$ cat src/rtl/tmr_pkg.sv
// rtl/tmr_pkg.sv - shared states, replica ids and voter patterns for the TMR recovery controller
package tmr_pkg;

    typedef enum logic [2:0] {
        ST_RUN      = 3'd0,
        ST_CONFIRM  = 3'd1,
        ST_RESYNC   = 3'd2,
        ST_PCLOAD   = 3'd3,
        ST_ROLLBACK = 3'd4,
        ST_FATAL    = 3'd5
    } ctrl_state_e;

    localparam logic [1:0] ID_A = 2'd0;
    localparam logic [1:0] ID_B = 2'd1;
    localparam logic [1:0] ID_C = 2'd2;

    localparam logic [2:0] UNANIMOUS = 3'b111;
    localparam logic [2:0] C_BAD     = 3'b100;
    localparam logic [2:0] B_BAD     = 3'b001;
    localparam logic [2:0] A_BAD     = 3'b010;

    // pc_load bit order is {A,B,C}
    function automatic logic [2:0] replica_onehot(input logic [1:0] id);
        logic [2:0] oh;
        case (id)
            ID_A:    oh = 3'b100;
            ID_B:    oh = 3'b010;
            ID_C:    oh = 3'b001;
            default: oh = 3'b000;
        endcase
        return oh;
    endfunction

endpackage

$ cat src/rtl/tmr_fault_decode.sv
// rtl/tmr_fault_decode.sv - maps a voter agreement pattern to a single culprit and a healthy source
module tmr_fault_decode
    import tmr_pkg::*;
(
    input  logic [2:0] pattern,
    output logic       single_fault,
    output logic [1:0] faulty_id,
    output logic [1:0] src_id
);

    always_comb begin
        single_fault = 1'b0;
        faulty_id    = ID_A;
        src_id       = ID_A;
        case (pattern)
            C_BAD: begin
                single_fault = 1'b1;
                faulty_id    = ID_C;
                src_id       = ID_A;
            end
            B_BAD: begin
                single_fault = 1'b1;
                faulty_id    = ID_B;
                src_id       = ID_A;
            end
            A_BAD: begin
                single_fault = 1'b1;
                faulty_id    = ID_A;
                src_id       = ID_B;
            end
            default: ;
        endcase
    end

endmodule

$ cat src/rtl/tmr_recovery_ctrl.sv
// rtl/tmr_recovery_ctrl.sv - confirms voter divergence and drives register resync or checkpoint rollback
module tmr_recovery_ctrl
    import tmr_pkg::*;
#(
    parameter int CONFIRM_CYCLES = 2,
    parameter int NUM_REGS       = 32,
    parameter int ROLLBACK_LIMIT = 3,
    parameter int CNT_W          = 8
) (
    input  logic             clk,
    input  logic             rst_in,
    input  logic [2:0]       voter_state,
    input  logic [31:0]      pc_voted,
    output logic             stall,
    output logic             resync_en,
    output logic [1:0]       resync_src,
    output logic [1:0]       resync_dst,
    output logic [4:0]       resync_idx,
    output logic [2:0]       pc_load,
    output logic [31:0]      pc_load_val,
    output logic [CNT_W-1:0] fault_count_a,
    output logic [CNT_W-1:0] fault_count_b,
    output logic [CNT_W-1:0] fault_count_c,
    output logic [CNT_W-1:0] transient_count,
    output logic             fatal,
    output logic [2:0]       ctrl_state
);

    localparam logic [15:0]      CONF_MAX = 16'(CONFIRM_CYCLES);
    localparam logic [4:0]       IDX_LAST = 5'(NUM_REGS - 1);
    localparam logic [CNT_W-1:0] RB_MAX   = CNT_W'(ROLLBACK_LIMIT);

    function automatic logic [CNT_W-1:0] sat_inc(input logic [CNT_W-1:0] v);
        return (&v) ? v : v + 1'b1;
    endfunction

    ctrl_state_e      state, state_n;
    logic [2:0]       pattern_q, pattern_n;
    logic [15:0]      conf_cnt, conf_n;
    logic [31:0]      ckpt_pc;
    logic [31:0]      resync_pc;
    logic [CNT_W-1:0] consec_rb;
    logic [CNT_W-1:0] rb_inc;
    logic             single_fault;
    logic [1:0]       faulty_id;
    logic [1:0]       src_id;
    logic             enter_resync;
    logic             unanimous;

    tmr_fault_decode u_decode (
        .pattern      (voter_state),
        .single_fault (single_fault),
        .faulty_id    (faulty_id),
        .src_id       (src_id)
    );

    assign unanimous    = (voter_state == UNANIMOUS);
    assign rb_inc       = sat_inc(consec_rb);
    assign enter_resync = (state_n == ST_RESYNC) && (state != ST_RESYNC);
    assign ctrl_state   = state;

    always_comb begin
        state_n   = state;
        pattern_n = pattern_q;
        conf_n    = conf_cnt;
        case (state)
            ST_RUN: begin
                if (!unanimous) begin
                    pattern_n = voter_state;
                    conf_n    = 16'd1;
                    if (CONF_MAX <= 16'd1) begin
                        state_n = single_fault ? ST_RESYNC : ST_ROLLBACK;
                    end else begin
                        state_n = ST_CONFIRM;
                    end
                end
            end
            ST_CONFIRM: begin
                if (unanimous) begin
                    state_n = ST_RUN;
                end else if (voter_state == pattern_q) begin
                    conf_n = conf_cnt + 16'd1;
                    if (conf_n >= CONF_MAX) begin
                        state_n = single_fault ? ST_RESYNC : ST_ROLLBACK;
                    end
                end else begin
                    pattern_n = voter_state;
                    conf_n    = 16'd1;
                end
            end
            ST_RESYNC: begin
                if (resync_idx == IDX_LAST) begin
                    state_n = ST_PCLOAD;
                end
            end
            ST_PCLOAD:   state_n = ST_RUN;
            ST_ROLLBACK: state_n = (rb_inc >= RB_MAX) ? ST_FATAL : ST_RUN;
            ST_FATAL:    state_n = ST_FATAL;
            default:     state_n = ST_RUN;
        endcase
    end

    always_ff @(posedge clk or negedge rst_in) begin
        if (!rst_in) begin
            state           <= ST_RUN;
            pattern_q       <= 3'b000;
            conf_cnt        <= 16'd0;
            ckpt_pc         <= 32'd0;
            resync_pc       <= 32'd0;
            consec_rb       <= '0;
            stall           <= 1'b0;
            resync_en       <= 1'b0;
            resync_src      <= 2'd0;
            resync_dst      <= 2'd0;
            resync_idx      <= 5'd0;
            pc_load         <= 3'b000;
            pc_load_val     <= 32'd0;
            fault_count_a   <= '0;
            fault_count_b   <= '0;
            fault_count_c   <= '0;
            transient_count <= '0;
            fatal           <= 1'b0;
        end else begin
            state     <= state_n;
            pattern_q <= pattern_n;
            conf_cnt  <= conf_n;

            if (state == ST_RUN && unanimous) begin
                ckpt_pc   <= pc_voted;
                consec_rb <= '0;
            end
            if (state == ST_ROLLBACK) begin
                consec_rb <= rb_inc;
            end
            if (state == ST_CONFIRM && unanimous) begin
                transient_count <= sat_inc(transient_count);
            end

            if (enter_resync) begin
                resync_pc  <= pc_voted;
                resync_src <= src_id;
                resync_dst <= faulty_id;
                case (faulty_id)
                    ID_A:    fault_count_a <= sat_inc(fault_count_a);
                    ID_B:    fault_count_b <= sat_inc(fault_count_b);
                    default: fault_count_c <= sat_inc(fault_count_c);
                endcase
            end

            // outputs are registered from the next state so they line up with it
            stall      <= (state_n != ST_RUN) && (state_n != ST_CONFIRM);
            resync_en  <= (state_n == ST_RESYNC);
            resync_idx <= (state == ST_RESYNC && state_n == ST_RESYNC) ? resync_idx + 5'd1 : 5'd0;
            fatal      <= (state_n == ST_FATAL);
            if (state_n == ST_PCLOAD) begin
                pc_load     <= replica_onehot(resync_dst);
                pc_load_val <= resync_pc;
            end else if (state_n == ST_ROLLBACK) begin
                pc_load     <= 3'b111;
                pc_load_val <= ckpt_pc;
            end else begin
                pc_load <= 3'b000;
            end
        end
    end

endmodule

$ cat config.mk
export PLATFORM = sky130hd
export DESIGN_NAME = tmr_recovery_ctrl
export DESIGN_NICKNAME = d
export VERILOG_FILES = /design/src/rtl/tmr_pkg.sv /design/src/rtl/tmr_fault_decode.sv /design/src/rtl/tmr_recovery_ctrl.sv
export SDC_FILE = /design/constraint.sdc
export NUM_CORES = 1
export LEC_CHECK = 0
export BUFFER_PORTS_ARGS = -buffer_cell sky130_fd_sc_hd__buf_2
export CORE_UTILIZATION = 61
export CTS_BUF_LIST = sky130_fd_sc_hd__clkbuf_4 sky130_fd_sc_hd__clkbuf_8 sky130_fd_sc_hd__clkbuf_16
export CTS_CLUSTER_DIAMETER = 150
export CTS_CLUSTER_SIZE = 8
export DETAILED_ROUTE_END_ITERATION = 10
export PLACE_DENSITY_LB_ADDON = 0.08
export RECOVER_POWER = 50
export SLEW_MARGIN = 20
export SYNTH_ARGS = -nofsm -noshare
export SYNTH_HDL_FRONTEND = slang
export SYNTH_SLANG_ARGS = --single-unit
$ cat constraint.sdc
create_clock -name clk -period 4.05 [get_ports clk]
set_input_delay 1.215 -clock clk [delete_from_list [all_inputs] [get_ports clk]]
set_output_delay 1.215 -clock clk [all_outputs]
set_load 0.01 [all_outputs]
Word-level counts from Yosys, hierarchy flattened
Index checks and enable logic that the tools add are counted.

word-level totals
  flip-flop bits (word level) = 173
  input bits = 37
  output and inout port bits = 82
  word-level logic and storage cells = 107

cells by class
  add/subtract/negate cells = 7
  magnitude comparators = 2
  equal/unequal tests = 22
  muxes and demuxes = 28
  bitwise operators = 5
  reduce and logical (&&, ||, !) cells = 25

operators by type and width
  kind                                                                 count
  2-to-1 mux 32 bit                                                    2
  2-to-1 mux 16 bit                                                    3
  adder 8 x 1 -> 8 bit (second input constant)                         5
  AND reduction 8 bit                                                  5
  2-to-1 mux 3 bit                                                     12
  case mux 16 bit (2 select lines)                                     1
  2-to-1 mux 8 bit                                                     3
  equality test 3 bit (second input constant)                          6
  adder 16 x 1 -> 16 bit (second input constant)                       1
  greater-or-equal comparator 16 x 2 -> 1 bit (second input constant)  1
  case mux 3 bit (5 select lines)                                      1
  equality test 3 x 2 -> 1 bit (second input constant)                 4
  AND reduction 3 bit                                                  4
  case mux 3 bit (3 select lines)                                      1
  greater-or-equal comparator 8 x 2 -> 1 bit (second input constant)   1
  equality test 3 x 1 -> 1 bit (second input constant)                 2
  inequality test 2 bit (second input constant)                        3
  case mux 3 bit (2 select lines)                                      1
  nonzero test 2 bit                                                   3
  adder 5 x 1 -> 5 bit (second input constant)                         1
  equality test 5 bit (second input constant)                          1
  logical AND 1 bit                                                    5
  2-to-1 mux 5 bit                                                     1
  NOT 1 bit                                                            5
  other kinds (14)                                                     17

Longest topological paths before layout
Gate-level depths: netlist (run 1).

  depth in word-level cells = 11
  gate-level depth with buffers = 11
  mapped depth without buffers = 8

Cells and area by module
From an unflattened synthesis (run 1), not the netlist that was laid out.

second synthesis, totals
  cell total of the unflattened synthesis = 747
  area total of the unflattened synthesis = 8051.5 sq um

modules (own cells, without submodules)
  module             instances  cells each  area each (sq um)  seq. area each (sq um)
  tmr_recovery_ctrl  1          739         7996.4             4329.2
  tmr_fault_decode   1          8           55.1               0.0

Worst setup path after synthesis (run 1)
Ideal clock, no wire load.

  path kind = input to register
  start = input voter_state[2]
  end = register resync_pc[23]
  setup time = 0.125 ns
  data arrival time = 3.244 ns
  data required time = 3.925 ns
  path slack = 0.681 ns
  cell stages on the path = 9
  path buffers = 3
  cell sequence = clkbuf_1 xnor2_1 nand4_1 or2_2 clkbuf_1 a21o_4 nor2_4 buf_6 mux2_2

between the ends
  cells in the longest elaborated chain, start to end = 10
  elaborated cells on any way between the ends = 15
  those cells by class = eq/ne: 6; mux: 7; reduce/logical: 2

ends and longest elaborated chain
  what                                               line                      text
  start: declaration                                 tmr_recovery_ctrl.sv:12   input logic [2:0] voter_state,
  equality test 3 bit, or another cell as far along  tmr_fault_decode.sv:15    case (pattern)
  OR reduction 3 bit (no line)                       -
  2-to-1 mux 1 bit                                   tmr_fault_decode.sv:15
  2-to-1 mux 3 bit                                   tmr_recovery_ctrl.sv:84   state_n = single_fault ? ST_RESYNC : ST_ROLLBACK;
  2-to-1 mux 3 bit                                   tmr_recovery_ctrl.sv:83   if (conf_n >= CONF_MAX) begin
  2-to-1 mux 3 bit                                   tmr_recovery_ctrl.sv:81   end else if (voter_state == pattern_q) begin
  2-to-1 mux 3 bit                                   tmr_recovery_ctrl.sv:79   if (unanimous) begin
  case mux 3 bit (5 select lines) (*)                tmr_recovery_ctrl.sv:66   case (state)
  equality test 3 x 2 -> 1 bit (*)                   tmr_recovery_ctrl.sv:59   assign enter_resync = (state_n == ST_RESYNC) && (state != ST_RESYNC);
  logical AND 1 bit (*)                              tmr_recovery_ctrl.sv:59
  end signal: assignment                             tmr_recovery_ctrl.sv:140  resync_pc <= pc_voted;
  end: declaration                                   tmr_recovery_ctrl.sv:41   logic [31:0] resync_pc;

Mark *: on every way between the ends. The rest lies on a longest branch, timed or not.
A chain may end at the register's enable or synchronous reset.

Final worst setup path (run 1)
  start = input voter_state[1]
  end = register pc_load_val[18]

between the ends
  cells in the longest elaborated chain, start to end = 10
  elaborated cells on any way between the ends = 17
  those cells by class = eq/ne: 7; mux: 8; reduce/logical: 2

ends and longest elaborated chain
  what                                                                 line                                                text
  equality test 3 bit, or another cell as far along                    tmr_fault_decode.sv:15
  OR reduction 3 bit (no line)                                         -
  2-to-1 mux 1 bit                                                     tmr_fault_decode.sv:15
  2-to-1 mux 3 bit                                                     tmr_recovery_ctrl.sv:84
  2-to-1 mux 3 bit                                                     tmr_recovery_ctrl.sv:83
  2-to-1 mux 3 bit                                                     tmr_recovery_ctrl.sv:81
  2-to-1 mux 3 bit                                                     tmr_recovery_ctrl.sv:79
  case mux 3 bit (5 select lines) (*)                                  tmr_recovery_ctrl.sv:66
  equality test 3 x 2 -> 1 bit or equality test 3 bit (tied branches)  tmr_recovery_ctrl.sv:155, tmr_recovery_ctrl.sv:158
  2-to-1 mux 32 bit or nonzero test 2 bit (tied branches)              -
  end signal: assignment                                               tmr_recovery_ctrl.sv:157                            pc_load_val <= resync_pc;
  end signal: assignment                                               tmr_recovery_ctrl.sv:160                            pc_load_val <= ckpt_pc;
  end: declaration                                                     tmr_recovery_ctrl.sv:20                             output logic [31:0] pc_load_val,

Marks and branches as above.

==> flow_summary.ini, run 1 <==
[critical_path]
endpoint_kind = flip-flop
crit_path_top_delay_cell = sky130_fd_sc_hd__buf_4
crit_path_max_fanout = 34
start_kind = primary input
reg2reg_to = pc_load_val[18]
critical-path-top-cell-by-count = sky130_fd_sc_hd__nand3_1
crit_arrival_ns = 3.63
max_stage_delay_ns = 0.49
rr_startpoint = conf_cnt[0]
worst_ep_required_time_ns = 4.38
ff2ff_path_depth = 10
timing.critical_path.cells = clkbuf_1, nand3_1, nand2_1, or2_2, a21oi_4, buf_4, nand3_1, a31oi_1
reg2reg_setup_slack_ns = 0.81
crit_type = primary input to flip-flop

[timing]
max_slew_margin_pct = -75.3
grt_setup_unrepaired = false
clock-skew-final_ns = 0.0109
period_minus_slack_ns = 3.30
setup_total_negative_slack_ns = 0
final-hold-violation-count = 0
finalSetupViolCount = 0
final_min_period_over_clock_period_pct = 81.4
tightestPinTransition_ns = 2.63
holdWs_ns = 0.489
clock.fmax_ghz = 0.303
slew_violations = 58

[clock_network]
clock-root-buffer = sky130_fd_sc_hd__clkbuf_16
htree_num_levels = 4
post_cts_resized = 0
clock_tree_from_tritoncts = yes
cts-hold-fix-buffers = 0
postCtsSetupRepairBufs = 0
cts_max_path_buffers = 2
skew_pair_late_insertion_delay_ns = 0.43
clock_sinks = 172
clkTransAtPathRegs_ns = 0.07
cts_made_buffers = 17

[synth]
synth_top_area_share_pct = 54.3
ys.warnings.count = 0
postSynthRegisterBits = 172
yosys.area.top_type = sky130_fd_sc_hd__dfrtp_1
ys.flop_type = sky130_fd_sc_hd__dfrtp_1
postSynthCellCount = 730
mappedNetlistArea_um2 = 7920
list_of_most_frequent_post_synthesis_cells = sky130_fd_sc_hd__dfrtp_1 (172), sky130_fd_sc_hd__nand2_1 (92), sky130_fd_sc_hd__mux2_2 (65), sky130_fd_sc_hd__nand3_1 (58), sky130_fd_sc_hd__o21ai_0 (39)
yosysMostFrequentCell = sky130_fd_sc_hd__dfrtp_1
yosysUniqueCellTypes = 57
synth_enable_flop_cells = 0
postSynthAreaPerCell_um2 = 10.9
synthTopCellsByArea = sky130_fd_sc_hd__dfrtp_1 (54%), sky130_fd_sc_hd__mux2_2 (9.2%), sky130_fd_sc_hd__nand2_1 (4.4%), sky130_fd_sc_hd__nand3_1 (3.7%), sky130_fd_sc_hd__o211ai_1 (2.9%)
synth-seq-area-share_pct = 54.3
synth_async_sr_flop_share_pct = 100
synth.net_count = 776

[global_route]
pin_count_of_the_biggest_net_entering_global_routing = 89
grt_first_pass_wirelength_um = 30200
total_routing_usage_reported_by_global_routing_pct = 29.4
globalRouteOverflowTotal = 0
grt_pass1_vias = 6117
grt_antenna_before_repair = 1

[power]
total_leakage_power_nw = 4.34
power_per_cell_area_nw_per_um2 = 615
power.ir.vdd_worst_mv = 0.410

[min_path]
worst_hold_path.endpoint = fault_count_a[4]
min_from = fault_count_a[4]
timing.hold.worst.class = flip-flop to flip-flop
worstHoldPathCells = 1

[layout]
num_antenna_cells = 0
fillers = 934
finalNetCount = 879
synthesis_to_layout_area_growth_pct = 16.2
layout_cell_share_with_drive_strength_beyond_1_pct = 24.6

[floorplanning]
die-width_um = 116
die_height_um = 116
core_area_um2 = 12600
die_area_um2 = 13400
floorplan.rows = 41
boundaryPins = 119
floorplan.initialDensity_pct = 62.8

[detailed_routing]
route.detailed.vias_per_inst = 6.05
detail_route.wirelength_um = 18400
detail_route.drc_violations = 0
detail_route.iter0.violations = 406
routed-via-count = 6162
wl_per_cell_um = 18.0
drt-pass1-iter-count = 5
ant_nets = 0

[placed_design]
gpl_congestion = 0.911
io_buffers = 117
dpl.hpwl_um = 12200

[run_status]
violations = capacitance limit, slew limit
outcome = finished, violations left

[flow_run]
max_cap_viol_count = 1
how the worst max path moves through the flow:
stage / from / to / cells after the start
after floorplan: voter_state[2] / resync_pc[23] / 9
after global placement: voter_state[2] / pc_load_val[18] / 8
after detailed placement: voter_state[1] / pc_load_val[18] / 8
after CTS: conf_cnt[0] / pc_load_val[26] / 10
after global routing: rst_in / resync_pc[13] / 1
final: voter_state[1] / pc_load_val[18] / 8
routing by layer:
layer / wire length (um) / GRT usage [%] / vias up
met5: 13 / 0 / -
met3: 1140 / 9.05 / 31
met2: 8980 / 46.9 / 212
li1: - / - / 2826
met4: 349 / 11.6 / 2
met1: 7870 / 37.7 / 3091
registers in the layout, indices dropped and copies added (netlist names), 2 cells and up:
| signal | count |
|---|---|
| ctrl_state | 3 |
| consec_rb | 8 |
| resync_dst | 2 |
| resync_idx | 5 |
| pc_load_val | 32 |
| fault_count_c | 8 |
| transient_count | 8 |
| fault_count_b | 8 |
| pc_load | 3 |
| pattern_q | 3 |
| fault_count_a | 8 |
| conf_cnt | 16 |
| ckpt_pc | 32 |
| resync_pc | 32 |
worst max-delay path: cells and delay by family:
kind,cells,cell delay (ns)
buffers and inverters,2,0.68
AO/OA/AOI/OAI,2,0.65
AND/OR/NAND/NOR,4,1.06
power breakdown:
part,switching (mW),total (mW),internal [mW]
Combinational,0.766,1.39,0.628
Clock,0.675,1.67,0.998
Sequential,0.380,2.60,2.22
Total,1.82,5.66,3.84
stage by stage:
stage | power (mW) | std cells | area, um^2 | setup slack, ns | util [%]
CTS | 5.73 | 1018 | 9250 | 0.847 | 73.3
global route | 5.98 | 1018 | 9210 | 0.268 | 73.0
finish | 5.66 | 1018 | 9210 | 0.754 | 73.0
global placement | 3.93 | 986 | 8640 | 0.529 | 68.5
floorplan | 3.47 | 730 | 7920 | 0.681 | -
detailed placement | 4.03 | 986 | 8640 | 0.430 | 68.5
cell type report:
type	instances	area, um^2	area share (%)
multi-input combinational	506	3380	36.7
tap	172	215	2.34
clock buffer	19	447	4.85
timing repair buffer	130	669	7.27
clock inverter	13	165	1.79
sequential	172	4300	46.8
inverter	6	22.5	0.245
placed cells by master, fill, tap and decap left out, types with 3 or more instances in the layout:
master	instances
sky130_fd_sc_hd__a31oi_1	14
sky130_fd_sc_hd__and2_1	9
sky130_fd_sc_hd__nand2_1	92
sky130_fd_sc_hd__nor3b_1	3
sky130_fd_sc_hd__bufinv_16	3
sky130_fd_sc_hd__clkbuf_1	32
sky130_fd_sc_hd__dfrtp_1	172
sky130_fd_sc_hd__or3_1	8
sky130_fd_sc_hd__a21oi_1	11
sky130_fd_sc_hd__o22a_1	3
sky130_fd_sc_hd__xor2_1	12
sky130_fd_sc_hd__o211ai_1	31
sky130_fd_sc_hd__and3_1	20
sky130_fd_sc_hd__buf_2	85
sky130_fd_sc_hd__xnor2_1	24
sky130_fd_sc_hd__clkinvlp_4	4
sky130_fd_sc_hd__or2_2	3
sky130_fd_sc_hd__clkbuf_16	17
sky130_fd_sc_hd__nor4_1	6
sky130_fd_sc_hd__a211oi_1	3
sky130_fd_sc_hd__nand3_1	58
sky130_fd_sc_hd__mux2_2	65
sky130_fd_sc_hd__nand4_1	18
sky130_fd_sc_hd__ha_1	9
sky130_fd_sc_hd__nor2_1	29
sky130_fd_sc_hd__inv_1	6
sky130_fd_sc_hd__and2_0	3
sky130_fd_sc_hd__inv_6	3
sky130_fd_sc_hd__buf_4	10
sky130_fd_sc_hd__nor3_1	7
sky130_fd_sc_hd__o21ai_0	39
sky130_fd_sc_hd__mux2_1	5
logic make-up after synthesis:
logic type,synth area share [%]
muxes,10.1
and+or+nand+nor,17.0
buffers and inverters,3.16
AOI/OAI and AO/OA,9.97
adders and majority gates,1.42
other,0.0473
DFF,54.3
xor gates and xnor gates,3.98
(Power assumes the default switching activity.)
==> run 2: changes to the inputs <==
--- a/config.mk
+++ b/config.mk
@@ -6,7 +6,7 @@
 export NUM_CORES = 1
 export LEC_CHECK = 0
 export BUFFER_PORTS_ARGS = -buffer_cell sky130_fd_sc_hd__buf_2
-export CORE_UTILIZATION = 61
+export CORE_UTILIZATION = 57
 export CTS_BUF_LIST = sky130_fd_sc_hd__clkbuf_4 sky130_fd_sc_hd__clkbuf_8 sky130_fd_sc_hd__clkbuf_16
 export CTS_CLUSTER_DIAMETER = 150
 export CTS_CLUSTER_SIZE = 8
==> constraint.sdc (replaced) <==
create_clock -name clk -period 3.25 [get_ports clk]
set_input_delay 0.975 -clock clk [delete_from_list [all_inputs] [get_ports clk]]
set_output_delay 0.975 -clock clk [all_outputs]
set_load 0.01 [all_outputs]
==> run 2 against run 1 <==
Effect of this change:
- the flow now finishes without violations
- clock power up 30%
- die area is 6.9% higher
- setup slack worse by 0.49 ns
- clock skew fell by 0.0029 ns
- highest routed layer is now met4
==> flow_summary.ini, run 2 (synthesis results as in run 1) <==
[run_status]
outcome = complete, no violations

[clock_network]
clock_sinks = 172
htree_num_levels = 4
cts-hold-fix-buffers = 0
clock-root-buffer = sky130_fd_sc_hd__clkbuf_16
cts_max_path_buffers = 2
postCtsSetupRepairBufs = 0
cts_made_buffers = 17
clkTransAtPathRegs_ns = 0.07
skew_pair_late_insertion_delay_ns = 0.42
post_cts_resized = 0
clock_tree_from_tritoncts = yes

[layout]
final_common_cell = sky130_fd_sc_hd__dfrtp_1
fillers = 1031
finish.instance_area_um2 = 9320
layout_cell_share_with_drive_strength_beyond_1_pct = 25.6
final_cell_count_no_fill = 1030
total_area_of_multi_input_combinational_cells_um2 = 3380
finalNetCount = 887
post-route-util_pct = 69.5
biggest_regs = ckpt_pc: 32 flops, pc_load_val: 32 flops, resync_pc: 32 flops
leading_cell_types_in_the_layout_fill_and_taps_excluded = sky130_fd_sc_hd__dfrtp_1 (172), sky130_fd_sc_hd__nand2_1 (92), sky130_fd_sc_hd__buf_2 (90), sky130_fd_sc_hd__mux2_2 (65), sky130_fd_sc_hd__nand3_1 (58)
seqCellArea_um2 = 4300
num_antenna_cells = 0
synthesis_to_layout_area_growth_pct = 17.6

[critical_path]
crit_path_max_fanout = 32
start_kind = flip-flop
cpLargestDelayFamily = compound AO/OA/AOI/OAI gates
timing.critical_path.cells = ha_1, nand2_1, o31a_1, or4_4, a22oi_4, a21o_4, nor2_4, buf_12, mux2_1
endpoint_kind = flip-flop
crit_path_top_delay_cell = sky130_fd_sc_hd__or4_4
crit_type = flip-flop to flip-flop
worst_ep_required_time_ns = 3.54
crit_arrival_ns = 3.28
max_stage_delay_ns = 0.52
cp.buffers_inverters = 1

[timing]
final-hold-violation-count = 0
period_minus_slack_ns = 2.99
slew_violations = 0
clock.fmax_ghz = 0.335
clock-skew-final_ns = 0.00799
post-route-worst-setup-slack_ns = 0.262
max_slew_margin_pct = 1.89
tightestPinTransition_ns = 1.47
grt_setup_unrepaired = false
finalSetupViolCount = 0
final_min_period_over_clock_period_pct = 91.9
setup_total_negative_slack_ns = 0
holdWs_ns = 0.490

[floorplanning]
core_area_um2 = 13400
floorplan.initialDensity_pct = 59.1
floorplan.rows = 42
die-width_um = 120
die_height_um = 120
die_area_um2 = 14400
boundaryPins = 119

[power]
power.ir.vdd_worst_mv = 0.698
total_leakage_power_nw = 4.41
power_per_cell_area_nw_per_um2 = 768
design_power_total_mw = 7.16

[global_route]
grt_antenna_before_repair = 0
total_routing_usage_reported_by_global_routing_pct = 27.5
pin_count_of_the_biggest_net_entering_global_routing = 58
grt_pass1_vias = 6101
grt_first_pass_wirelength_um = 30600
globalRouteOverflowTotal = 0

[detailed_routing]
route.detailed.vias_per_inst = 5.94
detail_route.iter0.violations = 409
wl_per_cell_um = 18.0
detail_route.wirelength_um = 18500
drt-pass1-iter-count = 5
ant_nets = 0
routed-via-count = 6117
detail_route.drc_violations = 0

[placed_design]
dpl.hpwl_um = 12000
io_buffers = 117
placed_cells = 998
place_worst_setup_slack_ns = 0.214
cell_area_after_placement_um2 = 8740
gpl_congestion = 0.932

[flow_run]
max_cap_viol_count = 0

[min_path]
timing.hold.worst.class = flip-flop to flip-flop
==> run 2: changes by cell type in the layout (fill, tap and decap cells not counted) <==
cell,before,now
sky130_fd_sc_hd__buf_12,2,5
sky130_fd_sc_hd__dlygate4sd2_1,1,0
sky130_fd_sc_hd__clkbuf_2,0,3
sky130_fd_sc_hd__and2_0,3,2
sky130_fd_sc_hd__buf_2,85,90
sky130_fd_sc_hd__clkbuf_1,32,30
sky130_fd_sc_hd__and2_1,9,10
sky130_fd_sc_hd__clkinvlp_4,4,3
sky130_fd_sc_hd__bufinv_16,3,4
==> run 2: metal layers <==
layer,track usage (%),vias up,part of all wire [%]
li1,-,2828,-
met1,36.6,3068,43
met2,45.5,200,50
met3,6.04,21,5.4
met4,7.42,0,1.6
met5,0,-,0
==> run 2: final timing paths <==
kind | start | end | slack (ns) | cells after the start
max | conf_cnt[0] | resync_pc[20] | 0.26 | 9
min | fault_count_b[6] | fault_count_b[6] | 0.49 | 1
max reg2reg | conf_cnt[0] | resync_pc[20] | 0.26 | 9
min reg2reg | fault_count_b[6] | fault_count_b[6] | 0.49 | 1
max in group asynchronous | rst_in | fault_count_c[7] | 0.89 | 2
min in group asynchronous | rst_in | transient_count[3] | 0.91 | 1
==> run 2: area by class of cell <==
class / count / share of cell area (%)
Multi-Input combinational cell: 506 / 36.3
Clock buffer: 19 / 4.79
Clock inverter: 13 / 2.01
Tap cell: 176 / 2.36
Inverter: 6 / 0.242
Sequential cell: 172 / 46.2
Timing Repair Buffer: 138 / 8.08
==> run 2: where the power goes <==
part	internal, mW	switching [mW]	leakage (nW)	total, mW
Clock	1.32	0.848	0.304	2.17
Combinational	0.810	0.956	1.80	1.77
Sequential	2.76	0.462	2.30	3.23
==> run 2: worst reg2reg max path, cell delays in order (launching register included) <==
cell	delay, ns
sky130_fd_sc_hd__dfrtp_1	0.44
sky130_fd_sc_hd__ha_1	0.24
sky130_fd_sc_hd__nand2_1	0.22
sky130_fd_sc_hd__o31a_1	0.37
sky130_fd_sc_hd__or4_4	0.52
sky130_fd_sc_hd__a22oi_4	0.29
sky130_fd_sc_hd__a21o_4	0.20
sky130_fd_sc_hd__nor2_4	0.05
sky130_fd_sc_hd__buf_12	0.18
sky130_fd_sc_hd__mux2_1	0.35
